<file path="config.mk">
export PLATFORM = sky130hd
export DESIGN_NAME = if_fetch
export DESIGN_NICKNAME = d
export VERILOG_FILES = /design/src/rtl/if_fetch_pkg.sv /design/src/rtl/if_fetch_skid.sv /design/src/rtl/if_fetch.sv
export SDC_FILE = /design/constraint.sdc
export NUM_CORES = 1
export LEC_CHECK = 0
export CAP_MARGIN = 20
export CORE_MARGIN = 10
export CORE_UTILIZATION = 32
export CTS_CLUSTER_SIZE = 30
export DETAILED_ROUTE_END_ITERATION = 10
export GPL_TIMING_DRIVEN = 0
export SLEW_MARGIN = 40
export SYNTH_ARGS = -nofsm -noshare
export SYNTH_HDL_FRONTEND = slang
export SYNTH_HIERARCHICAL = 1
export SYNTH_SLANG_ARGS = --single-unit
</file>
<file path="constraint.sdc">
create_clock -name clk -period 2.3 [get_ports clk]
set_input_delay 0.345 -clock clk [delete_from_list [all_inputs] [get_ports clk]]
set_output_delay 0.345 -clock clk [all_outputs]
set_load 0.01 [all_outputs]
</file>
<file path="src/rtl/if_fetch_pkg.sv">
// if_fetch_pkg: bus widths, control levels, NOP encoding and the
// FETCH/HOLD/RST1 state encoding shared by the fetch stage files.
package if_fetch_pkg;

   localparam int InstAddrBus = 16;
   localparam int InstBus     = 16;

   localparam logic BranchFlagUp = 1'b1;
   localparam logic StallYes     = 1'b1;
   localparam logic RstEnable    = 1'b1;

   localparam logic [InstBus-1:0] OP_NOP = 16'h0800;

   typedef logic [InstAddrBus-1:0] addr_t;
   typedef logic [InstBus-1:0]     inst_t;

   typedef enum logic [1:0] {
      ST_FETCH = 2'd0,
      ST_HOLD  = 2'd1,
      ST_RST1  = 2'd2
   } fetch_state_e;

   typedef struct packed {
      logic  valid;
      inst_t inst;
      addr_t pc;
   } if_id_t;

   function automatic addr_t pc_inc(input addr_t a);
      return a + addr_t'(1);
   endfunction

endpackage

</file>
<file path="src/rtl/if_fetch_skid.sv">
// if_fetch_skid: one-entry buffer for a fetched word that arrives
// while decode is stalled.
// Ports: clk, rst (sync, high); load captures word/word_pc;
// drain empties the entry; entry is the stored bundle (valid = full).
module if_fetch_skid
   import if_fetch_pkg::*;
(
   input  logic   clk,
   input  logic   rst,
   input  logic   load,
   input  logic   drain,
   input  inst_t  word,
   input  addr_t  word_pc,
   output if_id_t entry
);

   always_ff @(posedge clk) begin
      if (rst == RstEnable) begin
         entry <= '0;
      end else if (load) begin
         entry <= '{valid: 1'b1, inst: word, pc: word_pc};
      end else if (drain) begin
         entry.valid <= 1'b0;
      end
   end

endmodule

</file>
<file path="src/rtl/if_fetch.sv">
// if_fetch: instruction fetch stage with IF/ID output register,
// one-entry skid buffer and a single branch delay slot.
// Ports: clk, rst (sync, high); stall_i/stall_int_i hold outputs;
// branch_flag_i/branch_addr_i from decode; mem_req_o/mem_addr_o,
// mem_ack_i/mem_rdata_i to instruction memory; pc_o/inst_o/valid_o
// to decode (pc_o = fetch address + 1).
module if_fetch
   import if_fetch_pkg::*;
#(
   parameter addr_t RESET_PC = 16'h0000,
   parameter inst_t NOP_INST = OP_NOP
) (
   input  logic                   clk,
   input  logic                   rst,
   input  logic                   stall_i,
   input  logic                   stall_int_i,
   input  logic                   branch_flag_i,
   input  logic [InstAddrBus-1:0] branch_addr_i,
   output logic                   mem_req_o,
   output logic [InstAddrBus-1:0] mem_addr_o,
   input  logic                   mem_ack_i,
   input  logic [InstBus-1:0]     mem_rdata_i,
   output logic [InstAddrBus-1:0] pc_o,
   output logic [InstBus-1:0]     inst_o,
   output logic                   valid_o
);

   fetch_state_e state_q, state_d;
   addr_t        fpc_q, fpc_d;
   addr_t        raddr_q, raddr_d;
   logic         redir_q, redir_d;
   logic         hold, take, ack, park, drain;
   if_id_t       skid;

   assign hold  = (stall_i == StallYes) || (stall_int_i == StallYes);
   assign take  = valid_o && !hold && (branch_flag_i == BranchFlagUp);
   // acks outside FETCH (RST1 stale ack, HOLD) are ignored
   assign ack   = (state_q == ST_FETCH) && mem_ack_i;
   assign park  = ack && hold;
   assign drain = skid.valid && !hold;

   assign mem_req_o  = (state_q == ST_FETCH);
   assign mem_addr_o = fpc_q;

   if_fetch_skid u_skid (
      .clk     (clk),
      .rst     (rst),
      .load    (park),
      .drain   (drain),
      .word    (mem_rdata_i),
      .word_pc (pc_inc(fpc_q)),
      .entry   (skid)
   );

   always_comb begin
      state_d = state_q;
      unique case (1'b1)
         state_q == ST_RST1:  state_d = ST_FETCH;
         state_q == ST_FETCH: if (park) state_d = ST_HOLD;
         state_q == ST_HOLD:  if (!hold) state_d = ST_FETCH;
         default:             state_d = ST_RST1;
      endcase
   end

   always_comb begin
      fpc_d   = fpc_q;
      redir_d = redir_q;
      raddr_d = raddr_q;
      if (ack) begin
         fpc_d   = redir_q ? raddr_q : pc_inc(fpc_q);
         redir_d = 1'b0;
      end
      if (take) begin
         raddr_d = branch_addr_i;
         // delay slot already accepted (acked now or parked in
         // the skid): no request is open, so redirect at once
         if (ack || skid.valid) begin
            fpc_d   = branch_addr_i;
            redir_d = 1'b0;
         end else begin
            redir_d = 1'b1;
         end
      end
   end

   always_ff @(posedge clk) begin
      if (rst == RstEnable) begin
         state_q <= ST_RST1;
         fpc_q   <= RESET_PC;
         raddr_q <= RESET_PC;
         redir_q <= 1'b0;
      end else begin
         state_q <= state_d;
         fpc_q   <= fpc_d;
         raddr_q <= raddr_d;
         redir_q <= redir_d;
      end
   end

   always_ff @(posedge clk) begin
      if (rst == RstEnable) begin
         pc_o    <= RESET_PC;
         inst_o  <= NOP_INST;
         valid_o <= 1'b0;
      end else if (!hold) begin
         if (skid.valid) begin
            pc_o    <= skid.pc;
            inst_o  <= skid.inst;
            valid_o <= 1'b1;
         end else if (ack) begin
            pc_o    <= pc_inc(fpc_q);
            inst_o  <= mem_rdata_i;
            valid_o <= 1'b1;
         end else begin
            inst_o  <= NOP_INST;
            valid_o <= 1'b0;
         end
      end
   end

endmodule

</file>
Word-level counts from Yosys, hierarchy flattened
Index checks and enable logic that the tools add are counted.
- register bits: 101
- input bits: 38
- output and inout bits: 50
- logic and storage cells: 48
- add/subtract/negate cells: 1
- eq/ne operators: 4
- muxes and demuxes: 18
- bitwise logic cells: 1
- reduce and logical (&&, ||, !) cells: 14
- operators with widths (operator ; count):
    2-to-1 mux 16 bit ; 8
    adder 16 x 1 -> 16 bit, second input constant ; 1
    2-to-1 mux 1 bit ; 7
    case mux 2 bit (3 select lines) ; 1
    nonzero test 2 bit ; 3
    logical AND 1 bit ; 5
    2-to-1 mux 2 bit ; 2
    AND reduction 2 bit ; 2
    equality test 2 x 1 -> 1 bit, second input constant ; 1
    equality test 2 bit, second input constant ; 1
    zero test 2 bit ; 1
    logical OR 1 bit ; 2
    != test 2 x 1 -> 1 bit, second input constant ; 1
    != test 2 bit, second input constant ; 1
    zero test 1 bit ; 1
    inverter 1 bit ; 1

Longest topological paths before layout
Gate-level depths: netlist (run 1).
- depth after elaboration: 5
- mapped depth: 8
- mapped depth without buffers: 7

By module
Netlist (run 1), hierarchy kept.
- by module, submodules not included (module ; times used ; cells each ; area an instance (µm²) ; sequential area each (µm²)):
    if_fetch ; 1 ; 448 ; 3548.4 ; 1361.3
    if_fetch_skid ; 1 ; 108 ; 1204.9 ; 660.6

Worst setup path before layout (run 1)
Ideal clock, no wire load.
- path type: reg-to-reg
- from: reg state_q[1]
- to: reg u_skid/entry[16] (netlist name)
- setup time: 0.128 ns
- arrival time: 1.638 ns
- required time: 2.172 ns
- path slack: 0.534 ns
- cell stages (with the launch flop): 8
- buffers on the path: 3
- clock period less this slack: 1.766 ns
- cell sequence: dfxtp_1 > or3b_1 > buf_1 > nor2_1 > buf_6 > buf_12 > mux2i_1 > nor2_1
- longest elaborated chain between the ends: 3
- ends and longest elaborated chain (element ; RTL line ; source):
    start, declared ; if_fetch.sv:28 ; fetch_state_e state_q, state_d;
    start signal, assigned ; if_fetch.sv:93 ; state_q <= state_d;
    zero test 2 bit ; if_fetch.sv:38 ; assign ack = (state_q == ST_FETCH) && mem_ack_i;
    logical AND 1 bit ; if_fetch.sv:38 ;
    logical AND 1 bit ; if_fetch.sv:39 ; assign park = ack && hold;
    named net park ; if_fetch.sv:32 ; logic hold, take, ack, park, drain;
    end signal, assigned ; if_fetch_skid.sv:21 ; entry <= '{valid: 1'b1, inst: word, pc: word_pc};
    end, declared ; if_fetch_skid.sv:14 ; output if_id_t entry
The timed path passes the listed nets, and every way through them passes these cells.
A chain may end at the register's enable or synchronous reset.

Final worst setup path (run 1)
- from: in mem_ack_i
- to: reg u_skid/entry[16] (netlist name)
- longest elaborated chain between the ends: 2
- ends and longest elaborated chain (element ; RTL line ; source):
    start, declared ; if_fetch.sv:21 ; input logic mem_ack_i,
    logical AND 1 bit ; if_fetch.sv:38 ;
    logical AND 1 bit ; if_fetch.sv:39 ;
    named net park ; if_fetch.sv:32 ;
The timed path passes the listed nets, and every way through them passes these cells.

==> results of run 1 <==
## cell type report
type	count	share of cell area
well taps	184	0.03722
clock buffers	12	0.04147
clock inverters	4	0.009104
repair buffers	86	0.1392
multi-input cells	399	0.3911
flip-flops and latches	101	0.3269
inverters	10	0.006069
plain buffers	46	0.04896
## cells in the mapped netlist, types with 6 or more instances
| cell | n | area share |
|---|---|---|
| sky130_fd_sc_hd__dfxtp_1 | 101 | 0.43 |
| sky130_fd_sc_hd__nor3_1 | 16 | 0.017 |
| sky130_fd_sc_hd__o211ai_1 | 10 | 0.016 |
| sky130_fd_sc_hd__or2_2 | 8 | 0.011 |
| sky130_fd_sc_hd__nand3_1 | 34 | 0.036 |
| sky130_fd_sc_hd__mux2i_1 | 34 | 0.072 |
| sky130_fd_sc_hd__a21oi_1 | 31 | 0.033 |
| sky130_fd_sc_hd__o221ai_1 | 7 | 0.013 |
| sky130_fd_sc_hd__clkbuf_1 | 24 | 0.019 |
| sky130_fd_sc_hd__o41ai_1 | 7 | 0.013 |
| sky130_fd_sc_hd__nor2_1 | 75 | 0.059 |
| sky130_fd_sc_hd__a22oi_1 | 7 | 0.011 |
| sky130_fd_sc_hd__o22ai_1 | 6 | 0.0079 |
| sky130_fd_sc_hd__a311oi_1 | 17 | 0.031 |
| sky130_fd_sc_hd__nand2b_1 | 6 | 0.0079 |
| sky130_fd_sc_hd__nand2_1 | 69 | 0.054 |
| sky130_fd_sc_hd__nor4_1 | 7 | 0.0092 |
| sky130_fd_sc_hd__inv_1 | 9 | 0.0071 |
| sky130_fd_sc_hd__o21ai_0 | 9 | 0.0095 |
## where the power goes
group,total [uW],internal (uW),switching [uW]
clock network,1590,910,684
registers,1840,1800,42.3
logic,476,220,256
## sequential cells by signal (all words and copies together) (netlist names)
| register | flops |
|---|---|
| valid_o | 1 |
| raddr_q | 16 |
| inst_o | 16 |
| u_skid/entry | 33 |
| redir_q | 1 |
| state_q | 2 |
| pc_o | 16 |
| mem_addr_o | 16 |
## metal layers
metal	vias to the layer above	global-route usage	wire, um
met1	2277	0.1996	7072
li1	2182	-	-
met5	-	0	0
met4	0	0.06509	292
met3	22	0.02670	726
met2	134	0.2509	7795
## metrics by stage
| step | cell area, um2 | hold slack (ps) | setup TNS [ps] | setup WS [ps] |
|---|---|---|---|---|
| 2_1_floorplan | 4753 | 431.9 | 0 | 534.5 |
| 3_3_place_gp | 5844 | 442.7 | -14840 | -337.1 |
| 3_5_place_dp | 5844 | 444.2 | -18030 | -374.7 |
| 4_1_cts | 6158 | 208.0 | 0 | 42.40 |
| 5_1_grt | 6185 | 232.5 | 0 | 37.35 |
| 6_report | 6185 | 220.4 | 0 | 123.0 |
## logic make-up (layout without fill, tap and decap cells)
group / count (synthesis) / count (layout)
buffers and inverters: 56 / 158
adder cells (fa/ha/maj): 1 / 1
AND/OR/NAND/NOR: 237 / 237
flip-flops: 101 / 101
AO/OA/AOI/OAI: 117 / 117
XOR/XNOR: 6 / 6
multiplexers: 38 / 38
## worst max-delay path, stage by stage
cell                              delay, ps
sky130_fd_sc_hd__clkdlybuf4s50_1        520
sky130_fd_sc_hd__or3b_1                 460
sky130_fd_sc_hd__clkbuf_2               270
sky130_fd_sc_hd__nor2_1                 180
sky130_fd_sc_hd__buf_6                  170
sky130_fd_sc_hd__buf_12                 160
sky130_fd_sc_hd__mux2i_1                220
sky130_fd_sc_hd__nor2_1                  60
## final timing paths
path | to | slack [ps] | from
worst min-delay path | u_skid/entry[32]$_SDFFE_PP0P_ | 220 | rst
worst min register to register | raddr_q[4]$_SDFFE_PP0P_ | 450 | raddr_q[4]$_SDFFE_PP0P_
worst max register to register | u_skid/entry[16]$_SDFFE_PP0P_ | 230 | state_q[1]$_SDFFE_PP1P_
worst max-delay path | u_skid/entry[16]$_SDFFE_PP0P_ | 120 | mem_ack_i
## repair_timing
item                       CTS  global route
setup endpoints to repair    2            38
cloned                       0             0
resized for setup            1             9
==> load_flow_metrics.sql, run 1 <==
INSERT INTO impl_metrics (metric_group, metric, value, unit) VALUES
('setup_path', 'timing.critical_path.from_type', 'primary input', ''),
('grt', 'grt_first_pass_wirelength', '24.88', 'mm'),
('clock_tree', 'clock_tree_from_tritoncts', 'yes', ''),
('sta', 'unrepaired_setup_endpoints_after_global_routing', 'false', ''),
('sta', 'setup_viol_count_final', '0', ''),
('setup_path', 'worstSetupPathType', 'primary input to register', ''),
('final_layout', 'layout_common_cells', 'sky130_fd_sc_hd__dfxtp_1, sky130_fd_sc_hd__clkdlybuf4s50_1, sky130_fd_sc_hd__nor2_1, sky130_fd_sc_hd__nand2_1', ''),
('grt', 'grt_pass1_vias', '4569', ''),
('routing', 'vias', '4615', ''),
('logic_synthesis', 'syn-num-nets', '595', ''),
('final_layout', 'multi_input_comb_area', '2419', 'um2'),
('logic_synthesis', 'synthesis.area_per_instance', '8.549', 'um2'),
('die', 'floorplan.die.height', '141.9', 'um'),
('sta', 'slew_headroom', '0.4798', ''),
('logic_synthesis', 'synth-edff-count', '0', ''),
('clock_tree', 'cts_buffer_depth', '2', ''),
('clock_tree', 'clock_sinks', '101', ''),
('clock_tree', 'root_buffer_cell', 'sky130_fd_sc_hd__clkbuf_16', ''),
('sta', 'timing.final.crit_period', '2177', 'ps'),
('min_path', 'timing.hold.worst_path_depth', '2', ''),
('logic_synthesis', 'synth_simple_gate_area_share', '0.2364', ''),
('final_layout', 'areaGrowthSynthToFinish', '30.11', '%'),
('routing', 'antenna_violating_nets_post_route', '0', ''),
('die', 'die_width', '141.9', 'um'),
('setup_path', 'critical_path.max_fanout', '10', ''),
('grt', 'grt_max_degree', '17', ''),
('placed_design', 'port_buffers', '86', ''),
('clock_tree', 'h_tree_depth', '3', ''),
('logic_synthesis', 'synthesis.yosys.warnings', '6', ''),
('logic_synthesis', 'synth_top_family_by_area', 'simple AND/OR/NAND/NOR gates', ''),
('logic_synthesis', 'fraction_of_the_mapped_netlist_area_in_compound_gates', '0.1722', ''),
('logic_synthesis', 'ys.flop_type', 'sky130_fd_sc_hd__dfxtp_1', ''),
('routing', 'drc_errors', '0', ''),
('logic_synthesis', 'seq_area_frac_synth', '0.4254', ''),
('final_layout', 'fill_cell_total_of_the_finished_layout', '1495', ''),
('die', 'core_area', '14530', 'um2'),
('run_status', 'run_status', 'finished, final reports clean', ''),
('final_layout', 'insertedDiodeCount', '0', ''),
('logic_synthesis', 'postSynth.asyncResetShare', '0', ''),
('setup_path', 'worst_ep_required_time', '2510', 'ps'),
('final_layout', 'finalNetCount', '692', ''),
('power_and_ir_drop', 'leakage', '0.002093', 'uW'),
('logic_synthesis', 'post_synth_instance_area', '4753', 'um2'),
('logic_synthesis', 'post_synth_xor_area_fraction', '0.01106', ''),
('routing', 'wirelength', '15.89', 'mm'),
('die', 'fp.dieArea', '20130', 'um2'),
('clock_tree', 'cts_setup_buffers', '0', ''),
('logic_synthesis', 'ffs_latches_synth', '101', ''),
('grt', 'antenna_found_initial', '0', ''),
('placed_design', 'gp_congestion', '0.8559', ''),
('die', 'boundaryPins', '88', ''),
('clock_tree', 'cts_made_buffers', '9', ''),
('final_layout', 'layout.cells.non_filler', '842', ''),
('die', 'initial_utilization', '0.3270', ''),
('final_layout', 'leading_cell_type_in_the_layout_fill_and_taps_excluded', 'sky130_fd_sc_hd__dfxtp_1', ''),
('logic_synthesis', 'yosys.cell_types.count', '57', ''),
('sta', 'worstMarginPinSlew', '780.3', 'ps'),
('placed_design', 'dp_hpwl', '11.79', 'mm'),
('setup_path', 'arrival', '2390', 'ps'),
('clock_tree', 'clock_insertion_delay_worst_skew', '350', 'ps'),
('final_layout', 'postLayoutCoreUtil', '0.4255', ''),
('setup_path', 'timing.critical_path.to_type', 'register', ''),
('setup_path', 'worst_r2r_path_depth', '7', ''),
('routing', 'drt_iter0_drc', '316', ''),
('sta', 'clock-skew-final', '7.341', 'ps'),
('final_layout', 'final_layout_size_suffix_gt1_frac', '0.09119', ''),
('min_path', 'worst_hold_path_type', 'primary input to register', ''),
('final_layout', 'ff_latch_area', '2022', 'um2'),
('job', 'drv_cap', '0', ''),
('logic_synthesis', 'postSynthCellCount', '556', ''),
('routing', 'wl_per_cell', '18.87', 'um');
Note: power is estimated with default switching activity, not from simulation.
==> run 2: changes to the inputs <==
--- a/config.mk
+++ b/config.mk
@@ -11,6 +11,7 @@
 export CTS_CLUSTER_SIZE = 30
 export DETAILED_ROUTE_END_ITERATION = 10
 export GPL_TIMING_DRIVEN = 0
+export PLACE_DENSITY = 0.61
 export SLEW_MARGIN = 40
 export SYNTH_ARGS = -nofsm -noshare
 export SYNTH_HDL_FRONTEND = slang
==> run 2 against run 1 <==
Critical path depth did not move. Fmax hardly changed. Cell area decreased by 0.38%. Clock skew rose by 0.69 ps. Via count decreased by 1.5%. Count of clock-buffer cells in the layout unchanged. Utilization decreased by 0.16 points.
==> load_flow_metrics.sql, run 2 (synthesis gave the netlist of run 1 again) <==
INSERT INTO impl_metrics (metric_group, metric, value, unit) VALUES
('power_and_ir_drop', 'peak_ir_drop_on_the_vdd_network', '0.0003323', 'V'),
('final_layout', 'areaGrowthSynthToFinish', '29.61', '%'),
('sta', 'unrepaired_setup_endpoints_after_global_routing', 'false', ''),
('routing', 'vias', '4545', ''),
('final_layout', 'postLayoutCoreUtil', '0.4239', ''),
('routing', 'route.detailed.vias_per_inst', '5.391', ''),
('placed_design', 'dp_hpwl', '11.69', 'mm'),
('final_layout', 'largest_register_ffs', '33', ''),
('final_layout', 'layout_common_cells', 'sky130_fd_sc_hd__dfxtp_1, sky130_fd_sc_hd__clkdlybuf4s50_1, sky130_fd_sc_hd__nor2_1, sky130_fd_sc_hd__nand2_1', ''),
('die', 'initial_utilization', '0.3270', ''),
('final_layout', 'most_flops_register', 'u_skid/entry', ''),
('clock_tree', 'clock_insertion_delay_worst_skew', '340', 'ps'),
('power_and_ir_drop', 'powerDensity', '620.8', 'nW/um2'),
('setup_path', 'arrival', '2400', 'ps'),
('setup_path', 'r2r-end', 'u_skid/entry[12]$_SDFFE_PP0P_', ''),
('power_and_ir_drop', 'p_total', '3825', 'uW'),
('final_layout', 'insertedDiodeCount', '0', ''),
('setup_path', 'worstSetupPathType', 'primary input to register', ''),
('setup_path', 'cp_cell_sequence', 'clkdlybuf4s50_1 > or3b_1 > buf_2 > nor2_1 > buf_6 > buf_12 > mux2i_1 > nor2_1', ''),
('job', 'drv_cap', '0', ''),
('die', 'die_width', '141.9', 'um'),
('min_path', 'timing.hold.worst_path_depth', '2', ''),
('routing', 'drc_errors', '0', ''),
('placed_design', 'pre_cts_ws', '-397.1', 'ps'),
('setup_path', 'timing.critical_path.to_type', 'register', ''),
('sta', 'slew_headroom', '0.5575', ''),
('setup_path', 'timing.rr.start', 'mem_addr_o[0]$_SDFF_PP0_', ''),
('clock_tree', 'root_buffer_cell', 'sky130_fd_sc_hd__clkbuf_16', ''),
('die', 'fp.dieArea', '20130', 'um2'),
('grt', 'grt_first_pass_wirelength', '24.70', 'mm'),
('sta', 'tns', '0', 'ps'),
('clock_tree', 'clock_tree_from_tritoncts', 'yes', ''),
('sta', 'setup_slack', '122.4', 'ps'),
('die', 'floorplan.die.height', '141.9', 'um'),
('sta', 'clock-skew-final', '8.027', 'ps'),
('min_path', 'min_from', 'rst', ''),
('setup_path', 'worst_ep_required_time', '2520', 'ps'),
('sta', 'fin_hold_viols', '0', ''),
('sta', 'timing.final.crit_period', '2178', 'ps'),
('clock_tree', 'h_tree_depth', '3', ''),
('run_status', 'run_status', 'finished, final reports clean', ''),
('setup_path', 'timing.critical_path.from_type', 'primary input', ''),
('clock_tree', 'cts_made_buffers', '9', ''),
('sta', 'worstMarginPinSlew', '663.8', 'ps'),
('die', 'fp-row-count', '44', ''),
('setup_path', 'worst_r2r_path_depth', '7', ''),
('placed_design', 'port_buffers', '86', ''),
('routing', 'antenna_violating_nets_post_route', '0', ''),
('grt', 'antenna_found_initial', '0', ''),
('min_path', 'worst_hold_path.endpoint', 'u_skid/entry[32]$_SDFFE_PP0P_', ''),
('routing', 'wirelength', '15.81', 'mm'),
('power_and_ir_drop', 'leakage', '0.002084', 'uW'),
('min_path', 'worst_hold_path_type', 'primary input to register', ''),
('sta', 'final_max_slew_viol_count', '0', ''),
('setup_path', 'critical_path.max_fanout', '10', ''),
('grt', 'grt_pass1_vias', '4553', ''),
('grt', 'grt_usage', '0.1530', ''),
('die', 'core_area', '14530', 'um2'),
('clock_tree', 'cts_buffer_depth', '2', ''),
('clock_tree', 'clk_pin_slew', '70', 'ps'),
('grt', 'grt_max_degree', '16', ''),
('routing', 'firstDrtPassIters', '5', ''),
('setup_path', 'crit_start', 'mem_ack_i', ''),
('placed_design', 'gp_congestion', '0.8802', ''),
('sta', 'final_min_period_over_clock_period', '0.9468', ''),
('clock_tree', 'clock_sinks', '101', ''),
('setup_path', 'cpMostUsedCell', 'sky130_fd_sc_hd__nor2_1', ''),
('grt', 'residual_overflow_from_global_routing', '0', ''),
('final_layout', 'leading_cell_type_in_the_layout_fill_and_taps_excluded', 'sky130_fd_sc_hd__dfxtp_1', ''),
('die', 'boundaryPins', '88', ''),
('setup_path', 'crit_slowest_cell', 'sky130_fd_sc_hd__clkdlybuf4s50_1', ''),
('routing', 'drt_iter0_drc', '389', ''),
('sta', 'setup_viol_count_final', '0', ''),
('sta', 'timing.fmax', '459.2', 'MHz'),
('final_layout', 'finalNetCount', '694', ''),
('setup_path', 'slowest_delay', '520', 'ps'),
('setup_path', 'register_to_register_setup_slack', '190', 'ps'),
('routing', 'wl_per_cell', '18.76', 'um'),
('final_layout', 'final_layout_size_suffix_gt1_frac', '0.08649', '');
[run 2: worst max-delay path by stage]
stage | end | slack [ps] | depth (start not counted)
finish | u_skid/entry[26]$_SDFFE_PP0P_ | 120 | 8
CTS | u_skid/entry[12]$_SDFFE_PP0P_ | 100 | 9
global route | u_skid/entry[12]$_SDFFE_PP0P_ | 20 | 8
floorplan | u_skid/entry[16]$_SDFFE_PP0P_ | 530 | 7
detailed placement | u_skid/entry[12]$_SDFFE_PP0P_ | -400 | 9
global placement | u_skid/entry[24]$_SDFFE_PP0P_ | -370 | 9
[run 2: where the power goes]
part           leakage (uW)  switching (uW)  internal (uW)
clock network      0.000137             661            844
registers          0.000820            42.4           1800
logic               0.00113             257            222
total               0.00208             960           2860
[run 2: stage by stage]
stage / instance area [um2] / hold WS, ps / cells
global placement: 5844 / 442.2 / 826
global route: 6161 / 236.3 / 843
finish: 6161 / 231.8 / 843
floorplan: 4753 / 431.9 / 556
CTS: 6137 / 226.3 / 841
detailed placement: 5844 / 447.1 / 826
[run 2: what timing repair did]
item,4_1_cts,5_1_grt
gates cloned,0,0
setup buffers,0,2
resized for setup,3,3
hold buffers,0,0
setup endpoints to repair,33,36
[run 2: worst max-delay path, delay by kind of cell]
family / cells / cell delay [ps]
mux: 1 / 220
buf+inv: 4 / 1110
simple gates: 3 / 710
[run 2: final cells by class]
class                      count  area, um2
fill                        1462       8373
clock inverter                 3      47.55
buffer                        46      301.5
multi-input combinational    399       2410
sequential                   101       2022
timing repair buffer          88      875.8
clock buffer                  12      236.5
tap                          184      230.2
inverter                      10      37.54
[run 2: routing by layer]
layer / global-route usage / vias to the layer above / routed length, um
met3: 0.02737 / 24 / 842
met4: 0.06778 / 0 / 392
met2: 0.2472 / 129 / 7679
li1: - / 2197 / -
met1: 0.1943 / 2195 / 6899
met5: 0 / - / 0
